`src/rtl/package_feed_arbiter.sv`:
```
// package_feed_arbiter
//   Arbitrates up to four loading stations onto the single weight input of
//   the package sorter. Each accepted nonzero package is driven for
//   HOLD_CYCLES cycles, followed by GAP_CYCLES cycles of zero weight and at
//   least one IDLE cycle. Zero-weight requests are acked and counted as drops.
//
//   Build option: FEED_FIXED_PRIORITY_EN
//     defined   -> fixed priority, station 0 highest, no round-robin pointer
//     undefined -> round-robin starting at the pointer (default)
//
// Ports:
//   CLK            in   1   system clock, rising edge
//   Reset          in   1   synchronous, active-high reset
//   req            in   4   per-station request
//   weight_in      in  48   station weights, [12i+11:12i] = station i
//   ack            out  4   one-cycle accept pulse per station
//   grant          out  4   one-hot owner of weight_out
//   weight_out     out 12   weight to sorter, 0 when no package presented
//   busy           out  1   high whenever the state is not IDLE
//   dispatch_count out  8   packages presented, modulo 256
//   drop_count     out  8   zero-weight requests discarded, modulo 256
module package_feed_arbiter #(
   parameter int unsigned NUM_STATIONS = 4,
   parameter int unsigned HOLD_CYCLES  = 3,
   parameter int unsigned GAP_CYCLES   = 2
) (
   input  logic                       CLK,
   input  logic                       Reset,
   input  logic [NUM_STATIONS-1:0]    req,
   input  logic [12*NUM_STATIONS-1:0] weight_in,
   output logic [NUM_STATIONS-1:0]    ack,
   output logic [NUM_STATIONS-1:0]    grant,
   output logic [11:0]                weight_out,
   output logic                       busy,
   output logic [7:0]                 dispatch_count,
   output logic [7:0]                 drop_count
);

   typedef enum logic [1:0] {ST_IDLE, ST_HOLD, ST_GAP} state_t;

   localparam logic [NUM_STATIONS-1:0] ONE_HOT0 = NUM_STATIONS'(1);

   state_t                  r_state, w_state_nxt;
   logic [3:0]              r_timer, w_timer_nxt;
   logic [NUM_STATIONS-1:0] r_ack, w_ack_nxt;
   logic [NUM_STATIONS-1:0] r_grant, w_grant_nxt;
   logic [11:0]             r_wout, w_wout_nxt;
   logic [7:0]              r_disp, w_disp_nxt;
   logic [7:0]              r_drop, w_drop_nxt;
`ifndef FEED_FIXED_PRIORITY_EN
   logic [1:0]              r_ptr, w_ptr_nxt;
`endif

   logic                    w_found;
   logic [1:0]              w_sel;
   logic [1:0]              w_idx;
   logic [11:0]             w_sel_weight;

   // Winner search: first requester scanning upward from the start index.
   always_comb begin
      w_found = 1'b0;
      w_sel   = '0;
      w_idx   = '0;
      for (int unsigned k = 0; k < NUM_STATIONS; k++) begin
`ifdef FEED_FIXED_PRIORITY_EN
         w_idx = 2'(k);
`else
         w_idx = r_ptr + 2'(k);
`endif
         if (!w_found && req[w_idx]) begin
            w_found = 1'b1;
            w_sel   = w_idx;
         end
      end
   end

   assign w_sel_weight = weight_in[12*w_sel +: 12];

   always_comb begin
      w_state_nxt = r_state;
      w_timer_nxt = r_timer;
      w_ack_nxt   = '0;
      w_grant_nxt = r_grant;
      w_wout_nxt  = r_wout;
      w_disp_nxt  = r_disp;
      w_drop_nxt  = r_drop;
`ifndef FEED_FIXED_PRIORITY_EN
      w_ptr_nxt   = r_ptr;
`endif
      case (r_state)
         ST_IDLE: begin
            w_grant_nxt = '0;
            w_wout_nxt  = '0;
            if (w_found) begin
               w_ack_nxt = ONE_HOT0 << w_sel;
`ifndef FEED_FIXED_PRIORITY_EN
               w_ptr_nxt = w_sel + 2'd1;
`endif
               if (w_sel_weight != '0) begin
                  w_grant_nxt = ONE_HOT0 << w_sel;
                  w_wout_nxt  = w_sel_weight;
                  w_timer_nxt = 4'(HOLD_CYCLES - 1);
                  w_state_nxt = ST_HOLD;
                  w_disp_nxt  = r_disp + 8'd1;
               end else begin
                  // Zero weight: ack and discard without leaving IDLE.
                  w_drop_nxt = r_drop + 8'd1;
               end
            end
         end
         ST_HOLD: begin
            if (r_timer == '0) begin
               w_grant_nxt = '0;
               w_wout_nxt  = '0;
               w_timer_nxt = 4'(GAP_CYCLES - 1);
               w_state_nxt = ST_GAP;
            end else begin
               w_timer_nxt = r_timer - 4'd1;
            end
         end
         ST_GAP: begin
            w_wout_nxt = '0;
            if (r_timer == '0) begin
               w_state_nxt = ST_IDLE;
            end else begin
               w_timer_nxt = r_timer - 4'd1;
            end
         end
         default: begin
            w_state_nxt = ST_IDLE;
            w_grant_nxt = '0;
            w_wout_nxt  = '0;
         end
      endcase
   end

   always_ff @(posedge CLK) begin
      if (Reset) begin
         r_state <= ST_IDLE;
         r_timer <= '0;
         r_ack   <= '0;
         r_grant <= '0;
         r_wout  <= '0;
         r_disp  <= '0;
         r_drop  <= '0;
`ifndef FEED_FIXED_PRIORITY_EN
         r_ptr   <= '0;
`endif
      end else begin
         r_state <= w_state_nxt;
         r_timer <= w_timer_nxt;
         r_ack   <= w_ack_nxt;
         r_grant <= w_grant_nxt;
         r_wout  <= w_wout_nxt;
         r_disp  <= w_disp_nxt;
         r_drop  <= w_drop_nxt;
`ifndef FEED_FIXED_PRIORITY_EN
         r_ptr   <= w_ptr_nxt;
`endif
      end
   end

   assign ack            = r_ack;
   assign grant          = r_grant;
   assign weight_out     = r_wout;
   assign busy           = (r_state != ST_IDLE);
   assign dispatch_count = r_disp;
   assign drop_count     = r_drop;

endmodule
```
`config.mk`:
```
export PLATFORM = sky130hd
export DESIGN_NAME = package_feed_arbiter
export DESIGN_NICKNAME = d
export VERILOG_FILES = /design/src/rtl/package_feed_arbiter.sv
export SDC_FILE = /design/constraint.sdc
export NUM_CORES = 1
export LEC_CHECK = 0
export CAP_MARGIN = 30
export CELL_PAD_IN_SITES_DETAIL_PLACEMENT = 1
export CELL_PAD_IN_SITES_GLOBAL_PLACEMENT = 1
export CORE_MARGIN = 2
export CORE_UTILIZATION = 33
export CTS_CLUSTER_DIAMETER = 200
export DETAILED_ROUTE_END_ITERATION = 8
export PLACE_DENSITY_LB_ADDON = 0.1
export SLEW_MARGIN = 20
export SYNTH_ARGS = -nofsm -noshare
export SYNTH_HDL_FRONTEND = slang
export SYNTH_SLANG_ARGS = --single-unit
```
`constraint.sdc`:
```
create_clock -name CLK -period 4.2 [get_ports CLK]
set_input_delay 0.84 -clock CLK [delete_from_list [all_inputs] [get_ports CLK]]
set_output_delay 0.84 -clock CLK [all_outputs]
set_load 0.05 [all_outputs]
```
### Word-level counts from Yosys, hierarchy flattened

Index checks and enable logic that the tools add are counted.

* add/sub/neg operators: 7
* multipliers: 1
* magnitude comparators: 4
* eq/ne operators: 7
* shift operators: 2
* muxes and demuxes: 34
* bitwise operators: 4
* reduce and logical (&&, ||, !) cells: 18

Operator list (number)
* indexed part select 48 x 7 -> 12 bit: 1
* two-way mux 12 bit: 3
* two-way mux 4 bit: 7
* one-hot mux 12 bit (2 select lines): 1
* one-hot mux 4 bit (3 select lines): 2
* adder 8 x 1 -> 8 bit (second input constant): 2
* two-way mux 2 bit: 8
* < comparator 2 x 3 -> 1 bit (second input constant): 4
* nonzero test 12 bit: 1
* != test 2 bit (second input constant): 5
* binary-select mux 1 bit (select 2 bit): 4
* two-way mux 1 bit: 8
* AND reduction 4 bit: 2
* one-hot mux 2 bit (3 select lines): 1
* AND reduction 3 bit: 2
* adder 2 x 1 -> 2 bit (second input constant): 2
* adder 2 bit (second input constant): 2
* logical NOT 4 bit: 1
* multiplier 2 x 2 -> 4 bit (first input constant): 1
* inverter 1 bit: 4
* AND reduction 2 bit: 2
* left shift 1 x 2 -> 4 bit (first input constant): 1
* subtractor 4 x 1 -> 4 bit (second input constant): 1
* logical AND 1 bit: 3
* 7 further kinds: 9

* flip-flop bits (word level): 44
* input bits: 54
* output and inout port bits: 37
* logic and storage cells: 85

### Longest topological paths before layout

* depth after elaboration: 18
* depth in mapped cells: 13
* depth with buffers taken out: 10

### Worst setup path after synthesis

OpenSTA, ideal clock, no wires.

* path kind: input port to flip-flop
* from: in req[0]
* to: reg r_drop[4] (netlist: drop_count[4])
* setup time: 0.123 ns
* arrival: 3.460 ns
* required time: 4.077 ns
* setup slack: 0.617 ns
* stages on the path: 13
* buffers on the path: 3
* cells stage by stage: and2_1 > o221ai_4 > and2_1 > buf_6 > inv_2 > buf_6 > a211oi_1 > o22ai_1 > or4_4 > buf_6 > nor4_4 > and3_1 > mux2_1

* word-level cells in the longest chain between the ends: 17
* elaborated cells between the ends (all ways): 27
* those cells by class: mul (1); shift (1); mux (16); bitwise (1); reduce/logical (8)

Ends and longest elaborated chain
* start: declaration: RTL line 29 `input logic [NUM_STATIONS-1:0] req,`
* binary-select mux 1 bit (select 2 bit): RTL line 70 `if (!w_found && req[w_idx]) begin`
* two-way mux 1 bit (implied by the code): RTL line 70
* two-way mux 1 bit: RTL line 70
* logical NOT 1 bit: RTL line 70
* logical AND 1 bit: RTL line 70
* two-way mux 1 bit: RTL line 70
* logical NOT 1 bit: RTL line 70
* logical AND 1 bit: RTL line 70
* two-way mux 1 bit: RTL line 70
* logical NOT 1 bit: RTL line 70
* logical AND 1 bit: RTL line 70
* two-way mux 2 bit: RTL line 70
* multiplier 2 x 2 -> 4 bit: RTL line 77 `assign w_sel_weight = weight_in[12*w_sel +: 12];`
* indexed part select 48 x 7 -> 12 bit: RTL line 77
* nonzero test 12 bit: RTL line 99 `if (w_sel_weight != '0) begin`
* inverter 1 bit (no source line)
* AND reduction 3 bit (no source line) *
* end signal: assignment: RTL line 156 `r_drop <= w_drop_nxt;`
* end: declaration: RTL line 49 `logic [7:0] r_drop, w_drop_nxt;`

Every way passes the cells marked *; elsewhere a longest branch is shown, timed or not. The select of a mux whose other input is x is not followed.
A chain may end at the register's enable or synchronous reset.

### Final worst setup path

* from: in req[0]
* to: reg r_drop[6] (netlist: drop_count[6])

Same word-level chain as after synthesis.

==> flow_summary.html <==
<table>
<tr><th>Metric</th><th>Value</th></tr>
<tr><th colspan="2">Floorplan</th></tr>
<tr><td>DIE HEIGHT</td><td>93.85 um</td></tr>
<tr><td>I/O pin count</td><td>91</td></tr>
<tr><td>Die X-Extent</td><td>93.85 um</td></tr>
<tr><td>Core Region</td><td>0.007767 mm^2</td></tr>
<tr><td>Die Outline Area</td><td>0.008807 mm^2</td></tr>
<tr><td>Starting utilization of the core area</td><td>0.3429</td></tr>
<tr><td>Floorplan row count</td><td>32</td></tr>
<tr><th colspan="2">Clock tree</th></tr>
<tr><td>H-tree lvl count</td><td>2</td></tr>
<tr><td>Total CTS buffers</td><td>5</td></tr>
<tr><td>Setup fix buffers added after clock tree synthesis</td><td>0</td></tr>
<tr><td>TritonCTS clock tree</td><td>done</td></tr>
<tr><td>Max Root-Sink Buffers</td><td>2</td></tr>
<tr><td>Root Driver</td><td>sky130_fd_sc_hd__clkbuf_8</td></tr>
<tr><td>Sink Count</td><td>44</td></tr>
<tr><td>Skew-Pair Late Insertion Delay</td><td>0.30 ns</td></tr>
<tr><td>Post-cts resize count</td><td>0</td></tr>
<tr><td>Hold-fix buffers, CTS</td><td>0</td></tr>
<tr><td>Clock input transition at the sequential cells of the worst setup and hold paths</td><td>0.09 ns</td></tr>
<tr><th colspan="2">Place</th></tr>
<tr><td>Detailed Place HPWL</td><td>6214 um</td></tr>
<tr><td>Placed cells</td><td>504</td></tr>
<tr><td>Port Buffers</td><td>90</td></tr>
<tr><td>Placer's final routability congestion estimate</td><td>0.7962</td></tr>
<tr><th colspan="2">Pwr</th></tr>
<tr><td>Peak ir drop on the vdd network</td><td>0.1548 mV</td></tr>
<tr><td>Power per cell area</td><td>419.9 mW/mm^2</td></tr>
<tr><td>Leakage power summed over all cells</td><td>1.449 nW</td></tr>
<tr><th colspan="2">Timing</th></tr>
<tr><td>Slew HR</td><td>0.5256</td></tr>
<tr><td>Setup repair after global routing missed its margin</td><td>no</td></tr>
<tr><td>Peak Freq</td><td>255.8 MHz</td></tr>
<tr><td>Slew Viols, Final</td><td>0</td></tr>
<tr><td>Post-route clock period utilization</td><td>0.9307</td></tr>
<tr><td>Worst clock skew</td><td>0.006685 ns</td></tr>
<tr><td>Number of setup violations in the final report</td><td>0</td></tr>
<tr><td>Setup total negative slack</td><td>0 ns</td></tr>
<tr><td>Post-layout minimum cycle time</td><td>3.909 ns</td></tr>
<tr><td>Transition time of the tightest slew-check pin</td><td>0.7068 ns</td></tr>
<tr><td>Final Hold Violating Endpoints</td><td>0</td></tr>
<tr><th colspan="2">Synth</th></tr>
<tr><td>Share of synthesized flip-flops with an asynchronous set or reset</td><td>0</td></tr>
<tr><td>Post-Synthesis Cell Area</td><td>0.002664 mm^2</td></tr>
<tr><td>Post-Syn Nets</td><td>386</td></tr>
<tr><td>Distinct cell type count after synthesis</td><td>56</td></tr>
<tr><td>Most instantiated flip-flop cell in the synthesis netlist</td><td>sky130_fd_sc_hd__dfxtp_1</td></tr>
<tr><td>Mean post-synth cell area</td><td>8.324 um^2</td></tr>
<tr><td>Number of synthesized flops with an enable pin</td><td>0</td></tr>
<tr><td>Number of warnings reported in the yosys synthesis log</td><td>0</td></tr>
<tr><td>Count of mapped cells out of synthesis</td><td>320</td></tr>
<tr><td>Register bit total from synthesis</td><td>44</td></tr>
<tr><td>Proportion of synthesized chip area in sequential cells</td><td>0.3307</td></tr>
<tr><th colspan="2">Global routing</th></tr>
<tr><td>Gr ovfl total</td><td>0</td></tr>
<tr><td>Initial antenna violation count</td><td>0</td></tr>
<tr><td>GR Util All Layers</td><td>0.1810</td></tr>
<tr><td>Via count of the first global-routing pass</td><td>2598</td></tr>
<tr><td>Wire length of the first global-routing pass</td><td>12710 um</td></tr>
<tr><td>Largest net degree at the start of global routing</td><td>23</td></tr>
<tr><th colspan="2">Layout</th></tr>
<tr><td>Count of non-filler cells in the finished layout</td><td>511</td></tr>
<tr><td>Most frequent cells in the layout</td><td>90 x sky130_fd_sc_hd__clkdlybuf4s50_1, 44 x sky130_fd_sc_hd__dfxtp_1, 31 x sky130_fd_sc_hd__a21oi_1</td></tr>
<tr><td>Relative area change from synthesis to final layout</td><td>42.23%</td></tr>
<tr><td>NumNets Final</td><td>475</td></tr>
<tr><td>Core utilization of the finished layout</td><td>0.4878</td></tr>
<tr><td>Most common cell after layout, fill and taps aside</td><td>sky130_fd_sc_hd__clkdlybuf4s50_1</td></tr>
<tr><td>Share of post-route cells with drive strength above 1</td><td>0.09291</td></tr>
<tr><td>Total inserted antenna cells</td><td>0</td></tr>
<tr><th colspan="2">Setup path</th></tr>
<tr><td>Critical path peak fanout</td><td>22</td></tr>
<tr><td>Path type of the worst setup path</td><td>in -&gt; reg</td></tr>
<tr><td>Slowest cell on the critical path</td><td>sky130_fd_sc_hd__or4_4</td></tr>
<tr><td>Data arrival time of the critical path</td><td>4.10 ns</td></tr>
<tr><td>Startpoint types</td><td>input pin</td></tr>
<tr><td>Setup crit end kind</td><td>flip-flop</td></tr>
<tr><td>Crit-path max cell delay</td><td>0.67 ns</td></tr>
<tr><td>CP Cell Sequence</td><td>clkdlybuf4s50_1 &gt; nand2b_1 &gt; a21o_2 &gt; and2_1 &gt; inv_2 &gt; a211oi_1 &gt; o22ai_1 &gt; or4_4 &gt; nor4_4 &gt; and3_1 &gt; mux2_1</td></tr>
<tr><td>Required time reported for the critical path endpoint</td><td>4.40 ns</td></tr>
<tr><th colspan="2">Drt</th></tr>
<tr><td>DRC violation total after the first TritonRoute iteration</td><td>72</td></tr>
<tr><td>Post-route DRC</td><td>0</td></tr>
<tr><td>Number of vias after detailed routing</td><td>2668</td></tr>
<tr><td>Detailed Routing Iterations Pass 1</td><td>4</td></tr>
<tr><td>Routed WL per cell</td><td>15.29 um</td></tr>
<tr><td>Antenna viol nets, final</td><td>0</td></tr>
<tr><td>Via density per instance</td><td>5.221</td></tr>
<tr><td>WL final</td><td>7815 um</td></tr>
<tr><th colspan="2">Run status</th></tr>
<tr><td>Status</td><td>complete, no violations</td></tr>
<tr><th colspan="2">Worst hold path</th></tr>
<tr><td>Class of the worst hold path</td><td>reg -&gt; reg</td></tr>
<tr><th colspan="2">Flow run</th></tr>
<tr><td>Max-cap check violation count</td><td>0</td></tr>
</table>
## state kept, by name, summed over array words and instances, names as in the netlist
register / count
weight_out: 12
dispatch_count: 8
drop_count: 8
ack: 4
grant: 4
r_timer: 4
r_ptr: 2
r_state: 2
## synth_stat cells, drive strengths merged (3+ instances only)
cell type	instances	area share
clkbuf	10	0.014
nand2	26	0.037
nand4	5	0.012
nand3	8	0.015
or4	3	0.0099
or3	9	0.021
mux2i	6	0.023
a211oi	20	0.061
and3	22	0.052
a21oi	31	0.058
ha	12	0.056
nor2b	5	0.012
dfxtp	44	0.33
and2	8	0.019
o21ai	7	0.015
a31o	5	0.016
nor3	5	0.016
inv	17	0.024
o2111ai	4	0.013
o22ai	5	0.012
o31ai	3	0.010
mux2	7	0.030
buf	8	0.022
nor2	28	0.039
## report_power, final
group | switching, mW | total, mW | leakage [nW] | internal [mW]
logic | 0.470 | 0.777 | 1.04 | 0.307
clock network | 0.146 | 0.292 | 0.0503 | 0.147
registers | 0.0484 | 0.522 | 0.359 | 0.473
## cells by family (layout without fill, tap and decap cells)
kind of cell | count (synthesis) | in the layout | share of synthesized area
AOI/OAI and AO/OA | 84 | 84 | 0.2231
xor gates and xnor gates | 4 | 4 | 0.01315
adders and majority gates | 12 | 12 | 0.05636
buffers and inverters | 35 | 124 | 0.05965
DFF | 44 | 44 | 0.3307
muxes | 13 | 13 | 0.05214
and+or+nand+nor | 128 | 128 | 0.2649
## metrics by stage
stage	worst slack [ns]	cell area (um^2)	power [mW]	hold WS, ns
2_1_floorplan	0.6167	2664	1.051	0.4628
3_5_place_dp	-0.03987	3692	1.314	0.4489
5_1_grt	0.04710	3789	1.697	0.4912
3_3_place_gp	0.1381	3677	1.301	0.4371
4_1_cts	0.2688	3789	1.613	0.4611
6_report	0.2912	3789	1.591	0.4583
## layer usage
| layer | up-vias | wire, um | GRT usage |
|---|---|---|---|
| met5 | - | 0 | 0 |
| met4 | 0 | 100 | 0.04831 |
| met3 | 7 | 398 | 0.04013 |
| met2 | 70 | 3734 | 0.3006 |
| met1 | 1258 | 3582 | 0.2367 |
| li1 | 1333 | - | - |
## path summary, 6_finish.rpt
check | start | endpoint | slack (ns) | depth (start not counted)
worst max-delay path | req[0] | drop_count[6] | 0.29 | 11
worst min-delay path | grant[2] | grant[2] | 0.46 | 2
worst max register to register | r_ptr[0] | drop_count[6] | 0.84 | 10
worst min register to register | grant[2] | grant[2] | 0.46 | 2
## critical path, delay by kind of cell
family,cells,cell delay [ns]
mux,1,0.32
compound gates,3,0.78
simple gates,5,1.53
buf+inv,2,0.63
## cell type report
type                       count  area (um^2)
tap                          102        127.6
inverter                      17        63.81
timing repair buffer         100        996.0
multi-input combinational    241         1624
clock buffer                   7        96.34
fill                         936         3979
sequential                    44        880.8
No activity file was read; power rests on OpenSTA's default activity.
